[src/rtl/demux_pkg.sv]
// Shared sizing helpers and limits for the 1-to-N stream demultiplexer.
// Nothing here holds state; all widths derive from the channel count and beat width.
package demux_pkg;

  localparam int N_MAX  = 64;
  localparam int DW_MIN = 1;

  // Select width for n channels; never narrower than one bit.
  function automatic int sel_w(input int n);
    return (n < 2) ? 1 : $clog2(n);
  endfunction

  // Packed width of one slot's {valid, data} state.
  function automatic int slot_w(input int dw);
    return dw + 1;
  endfunction

endpackage

[src/rtl/demux_1n_stream_if.sv]
// Producer-side and per-channel consumer signals of the demux, bundled as one interface.
// in_bcast exists only when DEMUX_BCAST_EN is defined.
interface demux_1n_stream_if
  import demux_pkg::*;
#(
  parameter int N  = 8,
  parameter int DW = 8
);

  localparam int SW = sel_w(N);

  logic [DW-1:0]   in_data;
  logic [SW-1:0]   in_sel;
  logic            in_valid;
  logic            in_ready;
`ifdef DEMUX_BCAST_EN
  logic            in_bcast;
`endif
  logic [N*DW-1:0] out_data;
  logic [N-1:0]    out_valid;
  logic [N-1:0]    out_ready;
  logic            sel_err;

`ifdef DEMUX_BCAST_EN
  modport slave (
    input  in_data, in_sel, in_valid, in_bcast, out_ready,
    output in_ready, out_data, out_valid, sel_err
  );
  modport master (
    output in_data, in_sel, in_valid, in_bcast, out_ready,
    input  in_ready, out_data, out_valid, sel_err
  );
`else
  modport slave (
    input  in_data, in_sel, in_valid, out_ready,
    output in_ready, out_data, out_valid, sel_err
  );
  modport master (
    output in_data, in_sel, in_valid, out_ready,
    input  in_ready, out_data, out_valid, sel_err
  );
`endif

endinterface

[src/rtl/demux_slot.sv]
// One-entry output register slot; data appears one cycle after load.
// can_load is high when empty or when the held beat drains this cycle (pass-through replace).
module demux_slot
  import demux_pkg::*;
#(
  parameter int DW = 8
) (
  input  logic          clk,
  input  logic          rst_n,
  input  logic          load,
  input  logic [DW-1:0] load_data,
  input  logic          out_ready,
  output logic          out_valid,
  output logic [DW-1:0] out_data,
  output logic          can_load
);

  typedef struct packed {
    logic          valid;
    logic [DW-1:0] data;
  } slot_t;

  if ($bits(slot_t) != slot_w(DW)) begin : g_width_err
    $error("demux_slot: slot state width mismatch");
  end

  slot_t st;

  always_ff @(posedge clk or negedge rst_n) begin
    if (!rst_n) begin
      st <= '0;
    end else if (load) begin
      st.valid <= 1'b1;
      st.data  <= load_data;
    end else if (st.valid && out_ready) begin
      // Data is left in place after drain; only the valid bit drops.
      st.valid <= 1'b0;
    end
  end

  assign can_load  = !st.valid || out_ready;
  assign out_valid = st.valid;
  assign out_data  = st.data;

endmodule

[src/rtl/demux_1n_stream.sv]
// Registered 1-to-N stream demux: 1-cycle latency, one slot per channel.
// A stalled channel only deasserts in_ready for beats selecting it; optional broadcast via DEMUX_BCAST_EN.
module demux_1n_stream
  import demux_pkg::*;
#(
  parameter int N  = 8,
  parameter int DW = 8
) (
  input logic              clk,
  input logic              rst_n,
  demux_1n_stream_if.slave bus
);

  localparam int SW = sel_w(N);

  if (N < 2 || N > N_MAX || DW < DW_MIN) begin : g_param_err
    $error("demux_1n_stream: N must be 2..64 and DW at least 1");
  end

  logic [N-1:0]    can_load;
  logic [N-1:0]    load;
  logic [N-1:0]    slot_valid;
  logic [N*DW-1:0] slot_data;
  logic            bcast;
  logic            sel_hit;
  logic            sel_ready;
  logic            accept;
  logic            sel_err_q;

`ifdef DEMUX_BCAST_EN
  assign bcast = bus.in_bcast;
`else
  assign bcast = 1'b0;
`endif

  // Out-of-range selects match no channel, so sel_ready stays 1 and the beat is swallowed.
  always_comb begin
    sel_ready = 1'b1;
    sel_hit   = 1'b0;
    for (int k = 0; k < N; k++) begin
      if (bus.in_sel == SW'(k)) begin
        sel_ready = can_load[k];
        sel_hit   = 1'b1;
      end
    end
  end

  assign bus.in_ready = bcast ? (&can_load) : sel_ready;
  assign accept       = bus.in_valid && bus.in_ready;

  always_comb begin
    load = '0;
    for (int k = 0; k < N; k++) begin
      load[k] = accept && (bcast || (bus.in_sel == SW'(k)));
    end
  end

  always_ff @(posedge clk or negedge rst_n) begin
    if (!rst_n) begin
      sel_err_q <= 1'b0;
    end else if (accept && !bcast && !sel_hit) begin
      sel_err_q <= 1'b1;
    end
  end

  for (genvar k = 0; k < N; k++) begin : g_slot
    demux_slot #(.DW(DW)) u_slot (
      .clk       (clk),
      .rst_n     (rst_n),
      .load      (load[k]),
      .load_data (bus.in_data),
      .out_ready (bus.out_ready[k]),
      .out_valid (slot_valid[k]),
      .out_data  (slot_data[k*DW +: DW]),
      .can_load  (can_load[k])
    );
  end

  assign bus.out_valid = slot_valid;
  assign bus.out_data  = slot_data;
  assign bus.sel_err   = sel_err_q;

endmodule

[src/flat_wrapper.sv]
// flat-port wrapper written by rule: the top's interface ports become plain ports
module demux_1n_stream_flat import demux_pkg::*;
#(
  parameter int N  = 8,
  parameter int DW = 8
)
  (clk, rst_n, bus_in_data, bus_in_sel, bus_in_valid, bus_out_ready, bus_in_ready, bus_out_data, bus_out_valid, bus_sel_err);
  demux_1n_stream_if #(.N(N), .DW(DW)) bus_i ();
  input logic clk;
  input logic rst_n;
  input wire logic [$bits(bus_i.in_data)-1:0] bus_in_data;
  input wire logic [$bits(bus_i.in_sel)-1:0] bus_in_sel;
  input wire logic [$bits(bus_i.in_valid)-1:0] bus_in_valid;
  input wire logic [$bits(bus_i.out_ready)-1:0] bus_out_ready;
  output wire logic [$bits(bus_i.in_ready)-1:0] bus_in_ready;
  output wire logic [$bits(bus_i.out_data)-1:0] bus_out_data;
  output wire logic [$bits(bus_i.out_valid)-1:0] bus_out_valid;
  output wire logic [$bits(bus_i.sel_err)-1:0] bus_sel_err;
  assign bus_i.in_data = bus_in_data;
  assign bus_i.in_sel = bus_in_sel;
  assign bus_i.in_valid = bus_in_valid;
  assign bus_i.out_ready = bus_out_ready;
  assign bus_in_ready = bus_i.in_ready;
  assign bus_out_data = bus_i.out_data;
  assign bus_out_valid = bus_i.out_valid;
  assign bus_sel_err = bus_i.sel_err;
  demux_1n_stream #(.N(N), .DW(DW)) u_core (.clk(clk), .rst_n(rst_n), .bus(bus_i));
endmodule
[config.mk]
export PLATFORM = sky130hd
export DESIGN_NAME = demux_1n_stream_flat
export DESIGN_NICKNAME = d
export VERILOG_FILES = /design/src/rtl/demux_pkg.sv /design/src/rtl/demux_1n_stream_if.sv /design/src/rtl/demux_slot.sv /design/src/rtl/demux_1n_stream.sv /design/src/flat_wrapper.sv
export SDC_FILE = /design/constraint.sdc
export NUM_CORES = 1
export LEC_CHECK = 0
export CORE_ASPECT_RATIO = 0.75
export CORE_MARGIN = 4
export CORE_UTILIZATION = 30
export DETAILED_ROUTE_END_ITERATION = 8
export PLACE_DENSITY_LB_ADDON = 0.25
export RECOVER_POWER = 100
export SLEW_MARGIN = 20
export SYNTH_ARGS = -nofsm -noshare
export SYNTH_HDL_FRONTEND = slang
export SYNTH_HIERARCHICAL = 1
export SYNTH_SLANG_ARGS = --single-unit
export TNS_END_PERCENT = 20
[constraint.sdc]
create_clock -name clk -period 1.51 [get_ports clk]
set_clock_uncertainty 0.1 [all_clocks]
set_input_delay 0.302 -clock clk [delete_from_list [all_inputs] [get_ports clk]]
set_output_delay 0.302 -clock clk [all_outputs]
set_load 0.02 [all_outputs]
==> results of run 1 <==
cell type report:
cell class | count | area (um^2)
multi-input combinational | 104 | 1370
tap | 136 | 170
sequential | 73 | 1830
fill | 948 | 5390
clock inverter | 5 | 78.8
clock buffer | 11 | 243
timing repair buffer | 139 | 1210
cells by family after synthesis:
family / after synthesis / share of synthesized area, %
compound gates: 2 / 0.672
flops: 73 / 57.7
buf+inv: 11 / 3.48
mux: 66 / 31.4
simple gates: 36 / 6.72
sequential cells by signal, summed over array words and instances (netlist names):
signal                          count
u_core/bus.sel_err                  1
u_core/g_slot.u_slot/out_valid      8
u_core/g_slot.u_slot/out_data      64
repair_timing:
action / CTS / global route
cloned: 1 / 0
hold endpoints to repair: 73 / 0
resized for setup: 137 / 7
setup buffers: 6 / 0
setup endpoints to repair: 144 / 67
pin swaps: 3 / 1
hold buffers: 1 / 0
worst max-delay path by stage:
stage	start	to	slack (ps)
finish	u_core/g_slot[7].u_slot/out_valid	bus_in_ready	-430
global route	u_core/g_slot[6].u_slot/out_valid	bus_in_ready	-510
CTS	u_core/g_slot[7].u_slot/out_valid	bus_in_ready	-460
detailed placement	bus_out_ready[6]	bus_in_ready	-920
global placement	bus_out_ready[6]	bus_in_ready	-920
floorplan	bus_in_sel[0]	u_core/g_slot[0].u_slot/out_data[0]	-130
critical path: cells and delay by family, from the launching register on:
| family | cells | cell delay (ps) |
|---|---|---|
| buf+inv | 1 | 140 |
| simple gates | 2 | 130 |
| flops | 1 | 390 |
| mux | 1 | 470 |
| compound gates | 1 | 70 |
power groups by stage:
stage / logic, mW / clock network, mW / registers, mW
6_report: 1.99 / 2.26 / 2.60
5_1_grt: 2.11 / 2.43 / 2.67
4_1_cts: 2.03 / 2.34 / 2.61
3_5_place_dp: 2.27 / 0 / 2.63
3_3_place_gp: 2.26 / 0 / 2.64
2_1_floorplan: 0.653 / 0 / 3.12
cells in the mapped netlist, types with 2 or more instances:
cell type / count
dfrtp_1: 73
mux2_4: 64
nand2b_1: 16
buf_6: 9
nand2_1: 6
nor3b_1: 4
nor2_1: 3
nand3b_1: 2
per-stage QoR:
stage / instance area (um^2) / util [%]
floorplan: 3180 / -
global placement: 4500 / 43.7
detailed placement: 4500 / 43.7
CTS: 4950 / 48.1
global route: 4900 / 47.7
finish: 4900 / 47.7
metal layers:
metal | vias up | wire length, um
met3 | 7 | 606
met5 | - | 0
met2 | 65 | 3540
met1 | 973 | 3760
li1 | 932 | -
met4 | 0 | 104
==> flow_summary.yaml, run 1 <==
status:
  status: "finished, violations left"
  failed_checks: "negative setup slack"
power_and_ir_drop:
  ir_drop_mv: 0.685
  switching_power_mw: 1.96
  seq_power_share_pct: 38.0
  power-per-cell-area_nw_per_um2: 1400
  clockPowerShare_pct: 33.0
  internal_power_mw: 4.89
  power.leakage_nw: 2.41
  p_comb_share_pct: 29.0
  power.share.switching_pct: 28.6
  total_power_mw: 6.86
min_path:
  min_to: "u_core/bus.sel_err"
  worstHoldPathType: "reg2reg"
  hp-start: "u_core/bus.sel_err"
  hold-path-cell-count: 0
worst_setup_path:
  rr_startpoint: "u_core/g_slot[6].u_slot/out_valid"
  r2r_cells: 7
  required_ps: 1110
  path_cells: "nand2b_4 -> mux4_2 -> nand2_2 -> o211ai_2 -> buf_6"
  r2r_end: "u_core/g_slot[6].u_slot/out_data[0]"
  worst-setup-path-type: "reg2out"
  cp_slowest_cell: "mux4_2"
  arrival_ps: 1540
  max_stage_delay_ps: 470
  worstPathMaxFanout: 2
  cp-end-kind: "output pin"
  crit_path_start_kind: "register"
  r2r_setup_slack_ps: -180
global_routing:
  grt_pass1_vias: 2249
  grt_max_degree: 74
  antenna_found_initial: 0
  grt-busiest-layer: "met2"
  grt.total_usage_pct: 13.6
  grt_pass1_wl_mm: 12.7
  overflow: 0
  grt_util_met3_pct: 6.29
  grtUsageMet2_pct: 19.9
  grt_use_met1_pct: 17.7
floorplanning:
  io_pins: 96
  initial_core_util_pct: 30.8
  num_rows: 32
  die_h_um: 97.0
  die-area_um2: 12300
  core_area_um2: 10300
  die_w_um: 127
timing:
  post-route-period-util_pct: 129
  hold_viol_final: 0
  tightest_slew_ps: 650
  setup_slack_ps: -434
  setup_viol: 54
  relSlewSlack_pct: 56.7
  setup_tns_ps: -5280
  fin_crit_ps: 1940
  max_freq_mhz: 514
  hold_slack_ps: 267
  finalMaxSlewViolations: 0
  rsz0062_at_grt: "true"
synthesis:
  yosys_warnings: 6
  async_flop_share_pct: 100
  synth_fp_nets: 210
  synthTopCellsByArea: "dfrtp_1, mux2_4, buf_6, nand2b_1, nor3b_1"
  ys_types: 19
  post-synth-top-area-fraction_pct: 57.7
  synth_area_um2: 3170
  netlist_instances: 188
  synth_edf_count: 0
  ys.flop_type: "dfrtp_1"
  ys_seq_area_share_pct: 57.7
  synth-seq-cells: 73
  yosysTopAreaCell: "dfrtp_1"
  syn_avg_cell_area_um2: 16.8
cts:
  clk_pin_slew_worst_paths_ps: 60
  cts_sinks: 73
  cts_made_buffers: 9
  cts_max_path_buffers: 2
  cts_root_buffer: "clkbuf_16"
  htreeDepth: 3
  insertion_delay_ps: 330
  cts_tree: "built"
detailed_routing:
  drt-total-wl_mm: 8.01
  wire_per_inst_um: 17.1
  vias: 1977
  detail-route-antenna-nets: 0
  dr.pass1.iters: 4
  vias_per_cell: 4.22
  drt_iter0_markers: 84
  drc: 0
placed_design:
  gp_congestion: 0.745
  io_buffers: 95
  dp_hpwl_mm: 5.43
  dp_slack_ps: -919
  place_inst: 444
cells_and_area:
  fin_cells: 468
  fin_nets: 349
  drive_gt1_share_pct: 47.3
  diodes: 0
  syn2layout_area_growth_pct: 54.9
  final_cell_mix: "dlygate4sd2_1, dfrtp_1, mux2_4, buf_4, buf_6"
run:
  maxCapViolations: 0
No activity file was read; power rests on OpenSTA's default activity.
==> run 2: changes to the inputs <==
==> constraint.sdc (replaced) <==
create_clock -name clk -period 2.4 [get_ports clk]
set_clock_uncertainty 0.1 [all_clocks]
set_input_delay 0.48 -clock clk [delete_from_list [all_inputs] [get_ports clk]]
set_output_delay 0.48 -clock clk [all_outputs]
set_load 0.02 [all_outputs]
==> flow_summary.yaml, run 2 (synthesis gave the netlist of run 1 again) <==
status:
  status: "finished, violations left"
  failed_checks: "max-capacitance violations, max-slew violations"
floorplanning:
  die_w_um: 127
  die-area_um2: 12300
  die_h_um: 97.0
  initial_core_util_pct: 30.8
  io_pins: 96
  num_rows: 32
  core_area_um2: 10300
timing:
  hold_slack_ps: 267
  tightest_slew_ps: 1880
  fin_crit_ps: 2380
  max_freq_mhz: 420
  relSlewSlack_pct: -25.3
  post-route-period-util_pct: 99.2
  rsz0062_at_grt: "false"
  hold_viol_final: 0
  finalMaxSlewViolations: 34
  setup_viol: 0
detailed_routing:
  drt_iter0_markers: 48
  drt-total-wl_mm: 7.79
  vias_per_cell: 4.35
  drc: 0
  detail-route-antenna-nets: 0
  wire_per_inst_um: 17.4
  dr.pass1.iters: 4
  vias: 1947
cells_and_area:
  fin_nets: 331
  largest_reg_flops: 64
  final_cell_mix: "dlygate4sd3_1, dfrtp_1, mux2_1, mux2_4, clkdlybuf4s50_1"
  syn2layout_area_growth_pct: 42.8
  diodes: 0
  fin_util_pct: 43.9
  final_area_um2: 4520
  drive_gt1_share_pct: 20.8
  mostFrequentLayoutCell: "dlygate4sd3_1"
  fin_cells: 448
global_routing:
  overflow: 0
  grt.total_usage_pct: 13.4
  grt_pass1_vias: 2127
  antenna_found_initial: 0
  grt_max_degree: 41
  grt_pass1_wl_mm: 12.4
placed_design:
  dp_hpwl_mm: 5.65
  io_buffers: 95
  placed_cell_area_um2: 4400
  gp_congestion: 0.751
  place_inst: 433
cts:
  cts_made_buffers: 9
  cts_tree: "built"
  insertion_delay_ps: 330
  cts_max_path_buffers: 2
  cts_root_buffer: "clkbuf_16"
  cts_sinks: 73
  clk_pin_slew_worst_paths_ps: 50
  htreeDepth: 3
worst_setup_path:
  cp-end-kind: "output pin"
  r2r_cells: 6
  cp_slowest_cell: "mux4_2"
  max_stage_delay_ps: 460
  path_cells: "clkdlybuf4s50_1 -> nand2b_4 -> mux4_2 -> nand2_1 -> o211ai_2 -> buf_6"
  crit_path_start_kind: "input port"
  worst-setup-path-type: "in2out"
  arrival_ps: 1800
  required_ps: 1820
  worstPathMaxFanout: 3
run:
  maxCapViolations: 1
min_path:
  hold-path-cell-count: 0
  worstHoldPathType: "reg2reg"
power_and_ir_drop:
  ir_drop_mv: 0.320
  power-per-cell-area_nw_per_um2: 926
  power.leakage_nw: 2.06
  total_power_mw: 4.19
-- run 2: power by group --
| part | internal [mW] | switching (mW) |
|---|---|---|
| Sequential | 1.49 | 0.141 |
| Clock | 0.895 | 0.501 |
| Combinational | 0.584 | 0.578 |
| Total | 2.97 | 1.22 |
-- run 2: through the flow --
stage          setup TNS, ps  setup slack (ps)
2_1_floorplan              0               509
3_3_place_gp           -1030              -391
3_5_place_dp           -1400              -400
4_1_cts                    0              14.0
5_1_grt                    0              4.09
6_report                   0              18.5
-- run 2: cell type report --
cell class	instances	area (um^2)
fillers	964	5770
clock buffers	10	229
clock inverters	4	70.1
flip-flops and latches	73	1830
multi-input cells	104	1100
well taps	136	170
repair buffers	121	1120
-- run 2: final timing paths --
path	to	startpoint	slack, ps
max in group asynchronous	u_core/g_slot[1].u_slot/out_data[7]	rst_n	560
min reg2reg	u_core/bus.sel_err	u_core/bus.sel_err	270
max	bus_in_ready	bus_out_ready[6]	20
max reg2reg	u_core/g_slot[6].u_slot/out_data[2]	u_core/g_slot[6].u_slot/out_valid	520
min in group asynchronous	u_core/g_slot[5].u_slot/out_data[0]	rst_n	550
min	u_core/bus.sel_err	u_core/bus.sel_err	270
-- run 2: worst max-delay path: cells and delay by family --
family                 cells  cell delay (ps)
AND/OR/NAND/NOR            2              230
multiplexers               1              460
AO/OA/AOI/OAI              1               90
buffers and inverters      2              530
-- run 2: routing by layer --
metal / part of all wire, % / up-vias / global-route usage, %
li1: - / 897 / -
met1: 48 / 970 / 18.7
met2: 43 / 70 / 18.5
met3: 8.0 / 10 / 5.74
met4: 1.1 / 0 / 4.45
met5: 0 / - / 0
-- run 2: timing repair --
| item | in CTS | in global routing |
|---|---|---|
| setup buffers | 0 | 1 |
| hold buffers | 0 | 0 |
| endpoints found under the setup margin | 1 | 1 |
| gates resized for setup | 10 | 4 |
| hold endpoints to repair | 0 | 0 |
==> run 3: changes to the inputs <==
--- a/config.mk
+++ b/config.mk
@@ -7,7 +7,7 @@
 export LEC_CHECK = 0
 export CORE_ASPECT_RATIO = 0.75
 export CORE_MARGIN = 4
-export CORE_UTILIZATION = 30
+export CORE_UTILIZATION = 50
 export DETAILED_ROUTE_END_ITERATION = 8
 export PLACE_DENSITY_LB_ADDON = 0.25
 export RECOVER_POWER = 100
==> flow_summary.yaml, run 3 (synthesis gave the netlist of run 1 again) <==
floorplanning:
  core_area_um2: 5980
  io_pins: 96
  initial_core_util_pct: 53.0
  num_rows: 24
  die-area_um2: 7680
  die_h_um: 76.9
  die_w_um: 99.9
placed_design:
  dp_slack_ps: -443
  place_inst: 375
  dp_hpwl_mm: 5.27
  gp_congestion: 0.808
  io_buffers: 95
cells_and_area:
  fin_cells: 393
  final_cell_mix: "clkdlybuf4s50_1, dfrtp_1, mux2_4, buf_4, nand2b_1"
  fin_nets: 332
  syn2layout_area_growth_pct: 44.3
  fin_util_pct: 76.5
  diodes: 0
  fill_cells: 388
  largest_reg_flops: 64
  multi_input_area_um2: 1280
  mostFrequentLayoutCell: "clkdlybuf4s50_1"
  drive_gt1_share_pct: 37.1
  regArea_um2: 1830
detailed_routing:
  drt-total-wl_mm: 7.23
  vias: 1941
  vias_per_cell: 4.94
  drc: 0
  wire_per_inst_um: 18.4
  detail-route-antenna-nets: 0
  dr.pass1.iters: 4
  drt_iter0_markers: 93
cts:
  cts_made_buffers: 9
  cts_max_path_buffers: 2
  cts_sinks: 73
  clk_pin_slew_worst_paths_ps: 80
  insertion_delay_ps: 340
  cts_root_buffer: "clkbuf_8"
  htreeDepth: 3
  cts_tree: "built"
power_and_ir_drop:
  ir_drop_mv: 0.457
  power-per-cell-area_nw_per_um2: 879
  power.leakage_nw: 2.09
timing:
  rsz0062_at_grt: "false"
  hold_slack_ps: 281
  finalMaxSlewViolations: 74
  fin_crit_ps: 2320
  tightest_slew_ps: 1710
  post-route-period-util_pct: 96.5
  relSlewSlack_pct: -13.8
  max_freq_mhz: 432
  setup_viol: 0
  hold_viol_final: 0
  setup_slack_ps: 84.2
worst_setup_path:
  required_ps: 2530
  worst-setup-path-type: "in2reg"
  crit_path_start_kind: "input port"
  cp-end-kind: "register"
  worstPathMaxFanout: 9
  arrival_ps: 2450
global_routing:
  antenna_found_initial: 0
  overflow: 0
  grt_max_degree: 74
  grt_util_met3_pct: 6.26
  grt_pass1_wl_mm: 11.8
  grt_use_met1_pct: 26.3
  grt.total_usage_pct: 20.1
  grt-busiest-layer: "met2"
  grtUsageMet2_pct: 32.3
  grt_pass1_vias: 2186
min_path:
  worstHoldPathType: "reg2reg"
status:
  failed_checks: "max-capacitance violations, max-slew violations"
  status: "finished, violations left"
run:
  maxCapViolations: 1
==> run 3: cell count changes in the layout (fill, tap and decap cells not counted), moves of 44 or more <==
cell and delta:
mux2_1 -44, dlygate4sd3_1 -74, mux2_4 +44, clkdlybuf4s50_1 +70
==> run 3: where the power goes <==
part | leakage, nW | total (mW) | switching (mW) | internal, mW
registers | 0.891 | 1.65 | 0.162 | 1.49
logic | 1.10 | 1.41 | 0.597 | 0.814
clock network | 0.0925 | 0.956 | 0.468 | 0.488
==> run 3: per-stage QoR <==
step / instance area, um^2 / power [mW] / setup TNS (ps)
2_1_floorplan: 3170 / 2.37 / 0
3_3_place_gp: 4350 / 3.06 / -768
3_5_place_dp: 4350 / 3.09 / -1240
4_1_cts: 4580 / 4.07 / 0
5_1_grt: 4570 / 4.21 / 0
6_report: 4570 / 4.02 / 0
==> run 3: repair_timing <==
item	4_1_cts	5_1_grt
setup buffers	0	2
gates resized for setup	13	4
endpoints found under the setup margin	1	1
cloned	0	0
pin swaps	1	1
hold buffers	0	0
==> run 3: worst paths after layout <==
check	from	end	slack, ps	depth (start not counted)
max	bus_in_sel[2]	u_core/g_slot[5].u_slot/out_data[5]	80	6
min	u_core/bus.sel_err	u_core/bus.sel_err	280	0
max reg2reg	u_core/g_slot[5].u_slot/out_valid	u_core/g_slot[5].u_slot/out_data[5]	410	6
min reg2reg	u_core/bus.sel_err	u_core/bus.sel_err	280	0
max in group asynchronous	rst_n	u_core/g_slot[0].u_slot/out_data[1]	620	2
min in group asynchronous	rst_n	u_core/g_slot[2].u_slot/out_data[4]	570	2
==> run 3: area by class of cell <==
class / count / area share (%)
clock inverters: 7 / 1.73
flip-flops and latches: 73 / 40.0
repair buffers: 122 / 25.5
multi-input cells: 104 / 28.0
clock buffers: 9 / 2.71
well taps: 78 / 2.14
==> run 3: critical path, stage by stage <==
cell and delay (ps):
clkdlybuf4s50_1 530, buf_4 160, nand3_1 120, nor3b_2 210, clkbuf_1 580, mux2_4 360
==> run 3: per-layer routing <==
layer  share of wire (%)  wire length [um]
met3                 6.4               461
met5                   0                 0
met1                  44              3200
met4                 1.3                96
met2                  48              3470
==> RTL edit (settings of run 1) <==
`DW` is set to 8 in 4 places; all go to 10.
--- a/src/rtl/demux_1n_stream_if.sv
+++ b/src/rtl/demux_1n_stream_if.sv
@@ -4,7 +4,7 @@
   import demux_pkg::*;
 #(
   parameter int N  = 8,
-  parameter int DW = 8
+  parameter int DW = 10
 );
 
   localparam int SW = sel_w(N);
--- a/src/rtl/demux_slot.sv
+++ b/src/rtl/demux_slot.sv
@@ -3,7 +3,7 @@
 module demux_slot
   import demux_pkg::*;
 #(
-  parameter int DW = 8
+  parameter int DW = 10
 ) (
   input  logic          clk,
   input  logic          rst_n,
--- a/src/rtl/demux_1n_stream.sv
+++ b/src/rtl/demux_1n_stream.sv
@@ -4,7 +4,7 @@
   import demux_pkg::*;
 #(
   parameter int N  = 8,
-  parameter int DW = 8
+  parameter int DW = 10
 ) (
   input logic              clk,
   input logic              rst_n,
--- a/src/flat_wrapper.sv
+++ b/src/flat_wrapper.sv
@@ -2,7 +2,7 @@
 module demux_1n_stream_flat import demux_pkg::*;
 #(
   parameter int N  = 8,
-  parameter int DW = 8
+  parameter int DW = 10
 )
   (clk, rst_n, bus_in_data, bus_in_sel, bus_in_valid, bus_out_ready, bus_in_ready, bus_out_data, bus_out_valid, bus_sel_err);
   demux_1n_stream_if #(.N(N), .DW(DW)) bus_i ();
Ports: changed (resized bus_in_data and bus_out_data); port bits go from 96 to 114. No check against the original RTL was run, so the function may have changed too.
==> RTL edit against run 1 <==
  * The flow still finishes with violations (negative setup slack)
  * Hold slack got worse by 0.020 ns
  * Critical path depth unchanged
  * Sequential cell count increased by 16
  * Power increased by 19%
  * Clock power increased by 9.3%
  * Die area increased by 18%
  * Area after synthesis increased by 19%
  * Design area increased by 19%
  * Utilization about the same
  * Setup slack got worse by 0.049 ns
  * Routed wire length increased by 25%
  * Sequential power increased by 23%
  * Critical endpoint unchanged
==> RTL edit: results (changes against run 1) <==
Setup Slack @ Placement=-0.9690 ns (-0.04984 ns); LEAKAGE=2.869 nW (+19%); number of global-route vias before repair=2,733 (+22%); Via Count=2,444 (+24%); clk_lat worst skew=0.34 ns; largest net degree at the start of global routing=28 (-62%); reg-to-reg critical path endpoint=u_core/g_slot[6].u_slot/out_data[5]; Synth Instances=220 (+17%); GRT Resource Usage Total=14.55% (+0.97 points); Worst Hold Launch=bus_out_ready[0]; M2 GR Usage=21.34% (+1.4 points); Cells after DPL=527 (+19%); first-pass GRT wire length=15,860 um (+24%); initial DRC count=76 (-9.5%); Hold Path Depth=4 (+4); setup_tns=-6.483 ns (-1.204 ns); Final WS setup=-0.4833 ns (-0.04921 ns); Worst R2R Setup Slack=-0.15 ns (+0.03 ns); initial antenna violation count=1 (+1); Post-Layout Cell Count=558 (+19%); gp weighted congestion=0.8045 (+8.0%); data arrival time of the critical path=1.59 ns (+0.05 ns); Worst Hold Class=in2reg; hold path endpoint=u_core/g_slot[0].u_slot/out_valid; TritonCTS buffer count=9 (unchanged); number of diodes=0 (unchanged); final setup violation count=67 (+24%); maximum vdd drop=0.0006691 V (-2.3%); reg2reg start=u_core/g_slot[6].u_slot/out_valid; Final #Nets=411 (+18%); met3 Use GR=6.160% (-0.13 points); Clock Pin Slew Worst Setup and Hold Paths=0.07 ns; Worst-Margin Slew=0.5348 ns (-0.1152 ns); dpl cell area=5388 um2 (+20%); HPWL after DPL=7032 um (+30%); failing checks=negative setup slack; Synth Net Count=244 (+16%); layout cell share with drive strength beyond 1=46.17% (-1.1 points); status=complete, but fails checks; synth cell count leaders=89 x dfrtp_1, 72 x mux2_4, 16 x nand2b_1; Global Route met1 Usage=20.34% (+2.6 points); sequential area share after synthesis=58.98% (+1.3 points); top cells by area, synth=dfrtp_1 59%, mux2_4 29%, buf_6 2.7%; max FFs per register=80 (+25%); first-pass iteration count of the detailed router=5 (+1); worst hold margin=0.2474 ns (-0.01975 ns); I/O Buffers=113 (+19%); Total Wirelength=10,040 um (+25%); Clock Root Buffer=clkbuf_16
## RTL edit: cell types whose count changed after synthesis
cell / delta
mux2_4: +8
dfrtp_1: +16
mux2_2: +8
## RTL edit: layout make-up
cell class	instances	area [um2]
Multi-Input combinational cell	120	1602
Fill cell	1105	6446
Clock inverter	6	97.59
Sequential cell	89	2227
Clock buffer	10	229.0
Tap cell	166	207.7
Timing Repair Buffer	167	1496
## RTL edit: layer usage
layer  routed length, um  share of wire [%]
met4                  41               0.41
met1                4689                 47
met5                   7              0.070
met2                4535                 45
met3                 763                7.6
## RTL edit: worst min-delay path, stage by stage
cell            delay, ns
dlymetal6s2s_1       0.08
nand2b_4             0.12
buf_6                0.09
nand2b_1             0.05
## RTL edit: repair_timing
item                                    4_1_cts  5_1_grt
pin swaps                                     7        3
hold buffers                                  1        0
cloned                                        1        0
setup buffers                                 9        4
hold endpoints to repair                     17        0
resized for setup                           153       19
endpoints found under the setup margin      177       92
## RTL edit: kinds of logic after synthesis
group	after synthesis	synth area share (%)
compound gates	2	0.5633
buf+inv	11	2.916
flops	89	58.98
mux	82	31.91
simple gates	36	5.633
## RTL edit: worst max-delay path by stage
stage / from / to / slack, ns
floorplan: bus_in_sel[0] / u_core/g_slot[0].u_slot/out_data[0] / -0.19
global placement: bus_out_ready[7] / bus_in_ready / -0.95
detailed placement: bus_out_ready[7] / bus_in_ready / -0.97
CTS: u_core/g_slot[7].u_slot/out_valid / bus_in_ready / -0.50
global route: u_core/g_slot[7].u_slot/out_valid / bus_in_ready / -0.54
finish: u_core/g_slot[7].u_slot/out_valid / bus_in_ready / -0.48
## RTL edit: power by group
group | switching, mW | internal, mW
clock | 0.996 | 1.48
sequential | 0.304 | 2.89
combinational | 1.17 | 1.28
